`src/rtl/pll_lock_supervisor.sv`:
```
// pll_lock_supervisor: pulses the rPLL reset, qualifies its LOCK and releases staggered downstream resets.
// Define PLL_DYN_ODIV_EN to add runtime output-divider reconfiguration (cfg_* / pll_odsel ports).
module pll_lock_supervisor #(
  parameter int NUM_RST          = 2,
  parameter int RST_PULSE_CYC    = 16,
  parameter int LOCK_TIMEOUT_CYC = 65535,
  parameter int STABLE_CYC       = 1024,
  parameter int GLITCH_CYC       = 4,
  parameter int STAGGER_CYC      = 8,
  parameter int CNT_W            = 8
) (
  input  logic               clkin,
  input  logic               rst_n,
  input  logic               pll_lock,
  output logic               pll_reset,
  output logic [NUM_RST-1:0] rst_out_n,
  output logic               locked,
  output logic [CNT_W-1:0]   retry_cnt,
  output logic [CNT_W-1:0]   loss_cnt,
`ifdef PLL_DYN_ODIV_EN
  input  logic [5:0]         cfg_odsel,
  input  logic               cfg_req,
  output logic               cfg_ack,
  output logic [5:0]         pll_odsel,
`endif
  output logic [2:0]         state_o
);

  function automatic int max_of(input int a, input int b);
    return (a > b) ? a : b;
  endfunction

  localparam int TMR_MAX = max_of(max_of(max_of(RST_PULSE_CYC, LOCK_TIMEOUT_CYC),
                                         max_of(STABLE_CYC, STAGGER_CYC)), GLITCH_CYC);
  localparam int TMR_W   = $clog2(TMR_MAX + 1);
  localparam int IDX_W   = $clog2(NUM_RST + 1);

  localparam logic [TMR_W-1:0] PULSE_LAST   = TMR_W'(RST_PULSE_CYC - 1);
  localparam logic [TMR_W-1:0] TIMEOUT_LAST = TMR_W'(LOCK_TIMEOUT_CYC - 1);
  localparam logic [TMR_W-1:0] STABLE_LAST  = TMR_W'(STABLE_CYC - 1);
  localparam logic [TMR_W-1:0] STAGGER_LAST = TMR_W'(STAGGER_CYC - 1);
  localparam logic [TMR_W-1:0] GLITCH_LAST  = TMR_W'(GLITCH_CYC - 1);
  localparam logic [CNT_W-1:0] CNT_SAT      = '1;

  typedef enum logic [2:0] {
    S_PULSE     = 3'd0,
    S_WAIT_LOCK = 3'd1,
    S_STABLE    = 3'd2,
    S_RELEASE   = 3'd3,
    S_RUN       = 3'd4
  } state_e;

  state_e             r_state;
  logic               r_lock_meta;
  logic               r_lock_s;
  logic [TMR_W-1:0]   r_tmr;
  logic [IDX_W-1:0]   r_idx;
  logic               r_pll_reset;
  logic [NUM_RST-1:0] r_rst_n;
  logic               r_locked;
  logic [CNT_W-1:0]   r_retry_cnt;
  logic [CNT_W-1:0]   r_loss_cnt;
`ifdef PLL_DYN_ODIV_EN
  logic [5:0]         r_odsel;
  logic               r_cfg_pend;
  logic               r_cfg_ack;
`endif

  // One shared timer serves as pulse length, lock timeout, stable count, stagger and glitch count.
  always_ff @(posedge clkin or negedge rst_n) begin
    if (!rst_n) begin
      r_state     <= S_PULSE;
      r_lock_meta <= 1'b0;
      r_lock_s    <= 1'b0;
      r_tmr       <= '0;
      r_idx       <= '0;
      r_pll_reset <= 1'b1;
      r_rst_n     <= '0;
      r_locked    <= 1'b0;
      r_retry_cnt <= '0;
      r_loss_cnt  <= '0;
`ifdef PLL_DYN_ODIV_EN
      r_odsel     <= '0;
      r_cfg_pend  <= 1'b0;
      r_cfg_ack   <= 1'b0;
`endif
    end else begin
      // NOTE: non-blocking keeps the two synchroniser stages distinct flops; blocking would collapse them.
      r_lock_meta <= pll_lock;
      r_lock_s    <= r_lock_meta;
`ifdef PLL_DYN_ODIV_EN
      r_cfg_ack   <= 1'b0;
`endif
      case (r_state)
        S_PULSE: begin
          if (r_tmr == PULSE_LAST) begin
            r_state     <= S_WAIT_LOCK;
            r_tmr       <= '0;
            r_pll_reset <= 1'b0;
          end else begin
            r_tmr <= r_tmr + 1'b1;
          end
        end
        S_WAIT_LOCK: begin
          if (r_lock_s) begin
            r_state <= S_STABLE;
            r_tmr   <= '0;
          end else if (r_tmr == TIMEOUT_LAST) begin
            r_state     <= S_PULSE;
            r_tmr       <= '0;
            r_pll_reset <= 1'b1;
            r_retry_cnt <= (r_retry_cnt == CNT_SAT) ? r_retry_cnt : r_retry_cnt + 1'b1;
          end else begin
            r_tmr <= r_tmr + 1'b1;
          end
        end
        S_STABLE: begin
          if (!r_lock_s) begin
            r_state <= S_WAIT_LOCK;
            r_tmr   <= '0;
          end else if (r_tmr == STABLE_LAST) begin
            r_state <= S_RELEASE;
            r_tmr   <= '0;
            r_rst_n <= NUM_RST'(1);
            r_idx   <= IDX_W'(1);
          end else begin
            r_tmr <= r_tmr + 1'b1;
          end
        end
        S_RELEASE: begin
          if (!r_lock_s) begin
            r_state     <= S_PULSE;
            r_tmr       <= '0;
            r_pll_reset <= 1'b1;
            r_rst_n     <= '0;
            r_loss_cnt  <= (r_loss_cnt == CNT_SAT) ? r_loss_cnt : r_loss_cnt + 1'b1;
          end else if (r_idx == IDX_W'(NUM_RST)) begin
            // Last bit went high on the previous edge; locked follows one cycle later.
            r_state  <= S_RUN;
            r_tmr    <= '0;
            r_locked <= 1'b1;
`ifdef PLL_DYN_ODIV_EN
            r_cfg_ack  <= r_cfg_pend;
            r_cfg_pend <= 1'b0;
`endif
          end else if (r_tmr == STAGGER_LAST) begin
            r_rst_n <= r_rst_n | (NUM_RST'(1) << r_idx);
            r_idx   <= r_idx + 1'b1;
            r_tmr   <= '0;
          end else begin
            r_tmr <= r_tmr + 1'b1;
          end
        end
        S_RUN: begin
          if (!r_lock_s && (r_tmr == GLITCH_LAST)) begin
            r_state     <= S_PULSE;
            r_tmr       <= '0;
            r_pll_reset <= 1'b1;
            r_rst_n     <= '0;
            r_locked    <= 1'b0;
            r_loss_cnt  <= (r_loss_cnt == CNT_SAT) ? r_loss_cnt : r_loss_cnt + 1'b1;
`ifdef PLL_DYN_ODIV_EN
          end else if (cfg_req) begin
            r_odsel     <= cfg_odsel;
            r_cfg_pend  <= 1'b1;
            r_state     <= S_PULSE;
            r_tmr       <= '0;
            r_pll_reset <= 1'b1;
            r_rst_n     <= '0;
            r_locked    <= 1'b0;
`endif
          end else if (!r_lock_s) begin
            r_tmr <= r_tmr + 1'b1;
          end else begin
            r_tmr <= '0;
          end
        end
        default: begin
          r_state     <= S_PULSE;
          r_tmr       <= '0;
          r_pll_reset <= 1'b1;
          r_rst_n     <= '0;
          r_locked    <= 1'b0;
        end
      endcase
    end
  end

  assign pll_reset = r_pll_reset;
  assign rst_out_n = r_rst_n;
  assign locked    = r_locked;
  assign retry_cnt = r_retry_cnt;
  assign loss_cnt  = r_loss_cnt;
  assign state_o   = r_state;
`ifdef PLL_DYN_ODIV_EN
  assign cfg_ack   = r_cfg_ack;
  assign pll_odsel = r_odsel;
`endif

endmodule

```
`config.mk`:
```
export PLATFORM = sky130hd
export DESIGN_NAME = pll_lock_supervisor
export DESIGN_NICKNAME = d
export VERILOG_FILES = /design/src/rtl/pll_lock_supervisor.sv
export SDC_FILE = /design/constraint.sdc
export NUM_CORES = 1
export LEC_CHECK = 0
export ABC_AREA = 1
export ABC_CLOCK_PERIOD_IN_PS = 2300
export BUFFER_PORTS_ARGS = -buffer_cell sky130_fd_sc_hd__buf_2
export CAP_MARGIN = 20
export CORE_AREA = 5 5 116 85
export CTS_BUF_LIST = sky130_fd_sc_hd__clkbuf_4
export DETAILED_ROUTE_END_ITERATION = 10
export DIE_AREA = 0 0 121 90
export PLACE_DENSITY = 0.56
export SYNTH_ARGS = -nofsm -noshare
export SYNTH_HDL_FRONTEND = slang
export SYNTH_SLANG_ARGS = --single-unit
```
`constraint.sdc`:
```
create_clock -name clkin -period 2.3 [get_ports clkin]
set_clock_uncertainty 0.1 [all_clocks]
set_input_delay 0.46 -clock clkin [delete_from_list [all_inputs] [get_ports clkin]]
set_output_delay 0.46 -clock clkin [all_outputs]
set_load 0.05 [all_outputs]
```
Word level (Yosys, flattened, before mapping)

Index checks and enable logic that the tools add are counted.

Add/subtract/negate cells: 4
Equality and inequality tests: 28
Shifts and indexed selects: 1
Multiplexer cells: 45
Bitwise gates (word level): 6
Reductions and logical operators: 14

Operator list:

| kind                    | count |
|---|---|
| $mux W16                | 10 |
| $pmux W16 S5            | 1 |
| $mux W3                 | 8 |
| $mux W8                 | 3 |
| $ne A2 B2 Y1 const B    | 11 |
| $mux W2                 | 9 |
| $reduce_and A6 Y1       | 3 |
| $add A16 B1 Y16 const B | 1 |
| $add A8 B1 Y8 const B   | 2 |
| $eq A16 B10 Y1 const B  | 1 |
| $eq A16 B16 Y1 const B  | 1 |
| $eq A16 B2 Y1 const B   | 1 |
| $eq A16 B3 Y1 const B   | 1 |
| $eq A16 B4 Y1 const B   | 1 |
| $eq A8 B8 Y1 const B    | 2 |
| $pmux W8 S2             | 1 |
| $ne A3 B3 Y1 const B    | 5 |
| $pmux W3 S5             | 1 |
| $mux W1                 | 8 |
| $pmux W2 S4             | 1 |
| $reduce_and A4 Y1       | 2 |
| $eq A3 B2 Y1 const B    | 2 |
| $not A1 Y1              | 5 |
| $pmux W1 S5             | 1 |
| other kinds (16)        | 17 |

Bits in registers: 43
Word-level logic and storage cells: 108

Longest topological paths before layout

Gate-level depths: netlist of the first run.

Depth after elaboration: 6
Gate-level depth with buffers: 11
Mapped depth without buffers: 11

Worst setup path after synthesis of the first run

No wires, ideal clock.

Path type: register to register
From: register r_retry_cnt[0] (netlist: retry_cnt[0])
To: register r_retry_cnt[3] (netlist: retry_cnt[3])
Library setup time: 123 ps
Arrival time: 1,735 ps
Slack: 342 ps
Cell stages (with the launch flop): 9
Buffers on the path: 0
Period minus slack after synthesis: 1,958 ps
Cell sequence: dfrtp_1 -> ha_1 -> nand3_1 -> nor3_1 -> nand3_1 -> nand3_1 -> nor2_1 -> nand2_1 -> nand2_1

Word-level cells in the longest chain between the ends: 3

Ends and longest elaborated chain:

| element                                               | line | text |
|---|---|---|
| start, declared                                       | 61   | `logic [CNT_W-1:0] r_retry_cnt;` |
| start signal, assigned                                | 112  | `r_retry_cnt <= (r_retry_cnt == CNT_SAT) ? r_retry_cnt : r_retry_cnt + 1'b1;` |
| branches (longest 3 deep; another with $add A8 B1 Y8) | n/a  |  |

Parallel ways; which one is timed is not known.
A chain may end at the register's enable or synchronous reset.

Final worst setup path of the first run

From: register r_lock_s
To: register r_state[0] (netlist: state_o[0])

Word-level cells in the longest chain between the ends: 4

Ends and longest elaborated chain:

| element                     | line | text |
|---|---|---|
| start, declared             | 55   | `logic r_lock_s;` |
| start signal, assigned      | 90   | `r_lock_s <= r_lock_meta;` |
| $logic_not A1 Y1            | n/a  |  |
| $logic_and A1 B1 Y1         | 155  | `if (!r_lock_s && (r_tmr == GLITCH_LAST)) begin` |
| $ne A2 B2 Y1 (no line)      | n/a  |  |
| $reduce_and A5 Y1 (no line) | n/a  |  |
| end signal, assigned        | 139  | `r_state <= S_RUN;` |
| end signal, assigned        | 156  | `r_state <= S_PULSE;` |
| end signal, assigned        | 179  | `r_state <= S_PULSE;` |
| end, declared               | 53   | `state_e r_state;` |

Several ways; a longest one is shown, not always the timed one.

==> results.py, run 1 <==
metrics = {
    "placement": {
        "portBuffers": 25,
        "routabilityCongestion": 0.817,
        "dp_cells": 477,
        "place_hpwl_um": 4080,
    },
    "clocking": {
        "htreeDepth": 2,
        "tritoncts": "yes",
        "cts.clk_slew.worst_paths_ns": 0.14,
        "clock-sinks": 43,
        "cts_buffer_depth": 2,
        "clk_latency_ns": 0.37,
        "cts_inserted_buffers": 5,
        "clockRootBuffer": "clkbuf_4",
    },
    "layout": {
        "final_common_cell": "nand2_1",
        "num_antenna_cells": 0,
        "nNetsFinal": 372,
        "area_delta_synth_final_pct": 15.4,
        "post-route-util_pct": 33.4,
        "final_cells": 486,
        "drive_above_1_share_pct": 13.3,
        "final_cell_mix": "nand2_1, nor2_1, dfrtp_1, inv_1, nand3_1",
    },
    "setup_path": {
        "crit_path_start_kind": "flop",
        "crit_type": "reg2reg",
        "critical_path.max_fanout": 11,
        "cp_data_arrival_time_ns": 2.21,
        "critPathRequiredTime_ns": 2.52,
        "endpoint_kind": "flop",
    },
    "detailed_routing": {
        "drt_iter0_drc": 128,
        "final_antenna_net_count": 0,
        "viasPerCell": 4.44,
        "drt-met1-wl_um": 2900,
        "vias": 2159,
        "drtPass1Iterations": 4,
        "wl_per_cell_um": 11.3,
        "met3_length_um": 315,
        "drc": 0,
        "routed.top_layer": "met4",
        "met2_length_um": 2240,
        "drt_wl_total_um": 5490,
    },
    "pwr": {
        "swShare_pct": 41.8,
        "sequentialPowerShare_pct": 38.9,
        "p_per_area_nw_per_um2": 858,
        "power_switching_mw": 1.05,
        "combPwrFrac_pct": 36.7,
        "ir_worst_vdd_mv": 0.267,
        "clockPowerShare_pct": 24.4,
        "p_int_mw": 1.46,
        "p_leak_nw": 1.42,
    },
    "die": {
        "die_y_um": 90,
        "die_w_um": 121,
        "start_util_pct": 28.9,
        "rows": 29,
        "die_area_um2": 10900,
        "pin_count": 26,
        "coreArea_um2": 8740,
    },
    "outcome": {
        "status": "complete, no violations",
    },
    "synth": {
        "syn_inst": 330,
        "avgSynthCellArea_um2": 7.67,
        "ys_seq_area_share_pct": 42.6,
        "yosys_warnings": 0,
        "syn_area_um2": 2530,
        "ys_ff_latch": 43,
        "synthesis.nets": 341,
        "synth_cell_types": 29,
    },
    "sta": {
        "slew_headroom_pct": 72.8,
        "finalCritPeriodShare_pct": 86.5,
        "max_freq_mhz": 502,
        "tightest_slew_ns": 0.407,
        "totalNegativeSetupSlack_ns": 0,
        "period_needed_ns": 1.99,
        "rsz0062_at_grt": "no",
        "report.final.slew_viol_count": 0,
        "finalHoldViolations": 0,
        "setup_viol": 0,
    },
    "grt": {
        "antenna_found_initial": 0,
        "grt_pass1_wl_um": 9430,
        "groute.usage.overall_pct": 10.4,
        "grt-ovfl-total": 0,
        "grt_pass1_vias": 2008,
        "grt_max_degree": 44,
    },
    "hold_path": {
        "hold_path_class": "in2reg",
    },
    "run": {
        "maxCapViolations": 0,
    },
}
-- final timing paths --
kind	startpoint	end	slack [ns]	cells after the start
max in group asynchronous	rst_n	pll_reset$_DFFE_PN1P_	1.36	3
worst max-delay path	r_lock_s$_DFF_PN0_	state_o[0]$_DFFE_PN0P_	0.31	9
worst max register to register	r_lock_s$_DFF_PN0_	state_o[0]$_DFFE_PN0P_	0.31	9
min in group asynchronous	rst_n	retry_cnt[4]$_DFFE_PN0P_	0.47	3
worst min register to register	r_lock_meta$_DFF_PN0_	r_lock_s$_DFF_PN0_	0.26	0
worst min-delay path	pll_lock	r_lock_meta$_DFF_PN0_	0.11	1
-- routing by layer --
layer	vias up	track usage, %
met3	4	3.14
met4	0	2.55
met2	47	14.9
li1	1118	-
met5	-	0
met1	990	15.3
-- logic make-up after synthesis --
logic type,synth area share (%)
XOR/XNOR,7.27
adder cells (fa/ha/maj),3.96
AO/OA/AOI/OAI,5.44
buffers and inverters,6.68
flip-flops,42.6
AND/OR/NAND/NOR,34.1
-- synthesized netlist by cell type, drive strengths merged --
cell type	count	area, um^2
inv	38	143
o31ai	1	7.51
xnor2	7	61.3
ha	8	100
dfrtp	42	1050
or2	1	6.26
xor2	14	123
o221ai	1	8.76
o21ai	14	73.8
o21bai	2	15.0
nor2	59	246
dfstp	1	26.3
buf	3	26.3
nor4	1	6.26
a21oi	5	25.0
nand3	29	163
nand4	8	56.3
nor3	5	25.0
nand2	87	337
o211ai	1	7.51
nand3b	3	22.5
-- state kept, by name, indices dropped and copies added, names as in the netlist --
| register | count |
|---|---|
| state_o | 3 |
| r_idx | 2 |
| retry_cnt | 8 |
| rst_out_n | 2 |
| pll_reset | 1 |
| r_tmr | 16 |
| loss_cnt | 8 |
| r_lock_meta | 1 |
| r_lock_s | 1 |
| locked | 1 |
-- final cells by class --
cell class	instances	area, um^2
clock inverters	3	67.6
fillers	935	5830
well taps	124	155
repair buffers	27	155
inverters	38	143
multi-input cells	246	1280
flip-flops and latches	43	1080
clock buffers	5	37.5
-- power groups by stage --
stage,logic [mW],clock network (mW),registers (mW)
after floorplan,0.550,0,1.16
after global placement,0.919,0,0.987
after detailed placement,0.924,0,0.991
after CTS,0.928,0.623,0.975
after global routing,1.04,0.658,0.990
final,0.919,0.611,0.974
-- critical path, cell delays in order, from the launching register on --
cell	delay, ns
dfrtp_1	0.46
inv_1	0.31
nand3_1	0.12
nor2_1	0.11
nand2_1	0.10
nand2_1	0.33
nand2_1	0.14
inv_1	0.13
nand3_1	0.08
nand2_1	0.07
-- through the flow --
step           hold WS, ns  cell area [um^2]  total power [mW]  setup WS [ns]
6_report             0.107              2920              2.50          0.309
5_1_grt             0.0853              2920              2.69        0.00743
2_1_floorplan       0.0644              2530              1.71          0.342
3_5_place_dp         0.236              2800              1.91          0.298
4_1_cts              0.105              2920              2.53          0.297
3_3_place_gp         0.235              2800              1.91          0.275
-- what timing repair did --
action                     CTS  global route
hold buffers                 1             0
setup endpoints to repair    0             0
hold endpoints to repair    42             0
buffers inserted             0             0
gates resized for setup      0             0
No activity file was read; power rests on OpenSTA's default activity.
==> run 2: changes to the inputs <==
- ABC_AREA: 1 -> not set
- CORE_AREA: 5 5 116 85 -> 5 5 112 82
- DIE_AREA: 0 0 121 90 -> 0 0 117 87
- PLACE_DENSITY: 0.56 -> 0.49
==> run 2 against run 1 <==
  * Power is essentially flat
  * Register-to-register slack lost 0.24 ns
  * Core utilization grew 2.0 points
  * Die area shrank 6.5%
  * Count of clock-buffer cells in the layout grew 1
  * Synthesized area shrank 8.3%
  * Critical endpoint is now r_idx[1]$_DFFE_PN0P_
  * Wire length shrank 3.4%
  * Final cell count shrank 21%
  * Non-clock buffer count grew 26
  * Critical path depth shrank 4
  * Sequential share of layout area grew 0.62 points
==> results.py, run 2 <==
metrics = {
    "outcome": {
        "status": "complete, no violations",
    },
    "setup_path": {
        "critical-path-max-stage-delay_ns": 0.56,
        "path_cells": "or4bb_1, or4_4, a21oi_4, mux2_2, o21ai_0",
        "crit_type": "reg2reg",
        "rrSetupSlack_ns": 0.07,
        "crit_slowest_cell": "or4_4",
        "critPathRequiredTime_ns": 2.48,
        "crit_buf_inv": 0,
        "endpoint_kind": "flop",
        "path_delay_family": "simple AND/OR/NAND/NOR gates",
        "cp_data_arrival_time_ns": 2.41,
        "critical_path.max_fanout": 3,
        "crit_path_start_kind": "flop",
    },
    "sta": {
        "max_freq_mhz": 448,
        "report.final.slew_viol_count": 0,
        "slew_headroom_pct": 55.8,
        "tightest_slew_ns": 0.663,
        "setup_viol": 0,
        "rsz0062_at_grt": "no",
        "finalHoldViolations": 0,
        "finalCritPeriodShare_pct": 97.0,
        "worst_slack_ns": 0.0683,
        "period_needed_ns": 2.23,
        "totalNegativeSetupSlack_ns": 0,
    },
    "synth": {
        "synth_area_leader_cell": "dfrtp_1",
        "synthArstFlopShare_pct": 100,
        "synthesis.nets": 237,
        "synth_edf_count": 0,
        "ys_ff_latch": 43,
        "syn_inst": 226,
        "synth_top_area_share_pct": 45.3,
        "synth_area_leaders": "dfrtp_1, xnor2_1, nand4_1",
        "yosysMostFrequentCell": "dfrtp_1",
        "ys.flop_type": "dfrtp_1",
        "synth.top_cells.by_count": "dfrtp_1, a21oi_1, xnor2_1, nand4_1, nor2_1",
        "ys_seq_area_share_pct": 46.4,
        "synth_cell_types": 43,
        "yosys_warnings": 0,
        "syn_area_um2": 2320,
        "avgSynthCellArea_um2": 10.3,
    },
    "layout": {
        "regMostFlops": "r_tmr",
        "fillerInstances": 834,
        "post-route-util_pct": 35.4,
        "largest_register_ff_count": 16,
        "regArea_um2": 1080,
        "final_cell_mix": "dfrtp_1, buf_4, buf_2, a21oi_1, xnor2_1",
        "nNetsFinal": 289,
        "final_common_cell": "dfrtp_1",
        "multi_input_area_um2": 1190,
        "final_cells": 384,
        "area_delta_synth_final_pct": 23.8,
        "drive_above_1_share_pct": 27.2,
        "num_antenna_cells": 0,
    },
    "placement": {
        "routabilityCongestion": 0.737,
        "pre_cts_ws_ns": 0.0128,
        "portBuffers": 25,
        "dp_cells": 376,
        "place_hpwl_um": 3850,
    },
    "pwr": {
        "p_leak_nw": 1.31,
        "ir_worst_vdd_mv": 0.515,
        "p_per_area_nw_per_um2": 872,
    },
    "detailed_routing": {
        "drtPass1Iterations": 4,
        "viasPerCell": 4.81,
        "drc": 0,
        "drt_wl_total_um": 5300,
        "final_antenna_net_count": 0,
        "vias": 1847,
        "drt_iter0_drc": 108,
        "wl_per_cell_um": 13.8,
    },
    "grt": {
        "antenna_found_initial": 0,
        "grt-ovfl-total": 0,
        "grt_pass1_wl_um": 9220,
        "groute.usage.overall_pct": 11.4,
        "grt_max_degree": 29,
        "grt_pass1_vias": 1881,
    },
    "die": {
        "pin_count": 26,
        "rows": 28,
        "die_w_um": 117,
        "die_area_um2": 10200,
        "start_util_pct": 28.6,
        "die_y_um": 87,
        "coreArea_um2": 8130,
    },
    "clocking": {
        "clk_latency_ns": 0.35,
        "post_cts_buffers": 0,
        "htreeDepth": 2,
        "tritoncts": "yes",
        "cts_buffer_depth": 2,
        "clockRootBuffer": "clkbuf_4",
        "cts_inserted_buffers": 5,
        "clock-sinks": 43,
        "cts.clk_slew.worst_paths_ns": 0.12,
    },
    "hold_path": {
        "hold_path_class": "in2async",
    },
    "run": {
        "maxCapViolations": 0,
    },
}
[run 2: timing repair]
item / CTS / global route
endpoints found under the setup margin: 1 / 9
hold buffers: 0 / 0
pin swaps: 1 / 1
gates resized for setup: 0 / 1
hold endpoints to repair: 0 / 0
[run 2: logic make-up (layout without fill, tap and decap cells)]
| kind of cell | after synthesis | in the layout | synth area share, % |
|---|---|---|---|
| mux | 4 | 4 | 1.89 |
| buf+inv | 14 | 67 | 2.64 |
| simple gates | 95 | 95 | 23.7 |
| compound gates | 34 | 34 | 10.5 |
| xor+xnor | 28 | 28 | 10.6 |
| fa+ha+maj | 8 | 8 | 4.31 |
| flops | 43 | 43 | 46.4 |
[run 2: cell type report]
| class | instances | area share [%] |
|---|---|---|
| inverter | 6 | 0.784 |
| clock buffer | 6 | 1.57 |
| timing repair buffer | 53 | 12.1 |
| sequential | 43 | 37.5 |
| clock inverter | 2 | 2.09 |
| multi-input combinational | 169 | 41.4 |
| tap | 105 | 4.57 |
[run 2: per-stage QoR]
stage / instance area (um^2) / hold slack (ns) / total power [mW]
2_1_floorplan: 2320 / 0.0644 / 1.62
3_3_place_gp: 2760 / 0.235 / 1.92
3_5_place_dp: 2760 / 0.237 / 1.93
4_1_cts: 2870 / 0.0182 / 2.54
5_1_grt: 2870 / 0.0513 / 2.68
6_report: 2870 / 0.0205 / 2.51
[run 2: final timing paths]
kind | start | to | cells after the start
worst max-delay path | r_tmr[15]$_DFF_PN0_ | r_idx[1]$_DFFE_PN0P_ | 5
worst min-delay path | rst_n | r_tmr[13]$_DFF_PN0_ | 1
worst max register to register | r_tmr[15]$_DFF_PN0_ | r_idx[1]$_DFFE_PN0P_ | 5
worst min register to register | r_lock_meta$_DFF_PN0_ | r_lock_s$_DFF_PN0_ | 0
max in group asynchronous | rst_n | retry_cnt[7]$_DFFE_PN0P_ | 2
min in group clkin | pll_lock | r_lock_meta$_DFF_PN0_ | 1
[run 2: where the power goes]
part	internal, mW	switching, mW
Sequential	0.855	0.140
Clock	0.351	0.247
Combinational	0.353	0.560
[run 2: routing by layer]
layer | vias up | share of wire [%] | global-route usage [%]
met5 | - | 0 | 0
met4 | 0 | 1.3 | 3.44
met3 | 8 | 4.2 | 2.99
met2 | 31 | 39 | 15.5
met1 | 879 | 56 | 17.5
li1 | 929 | - | -
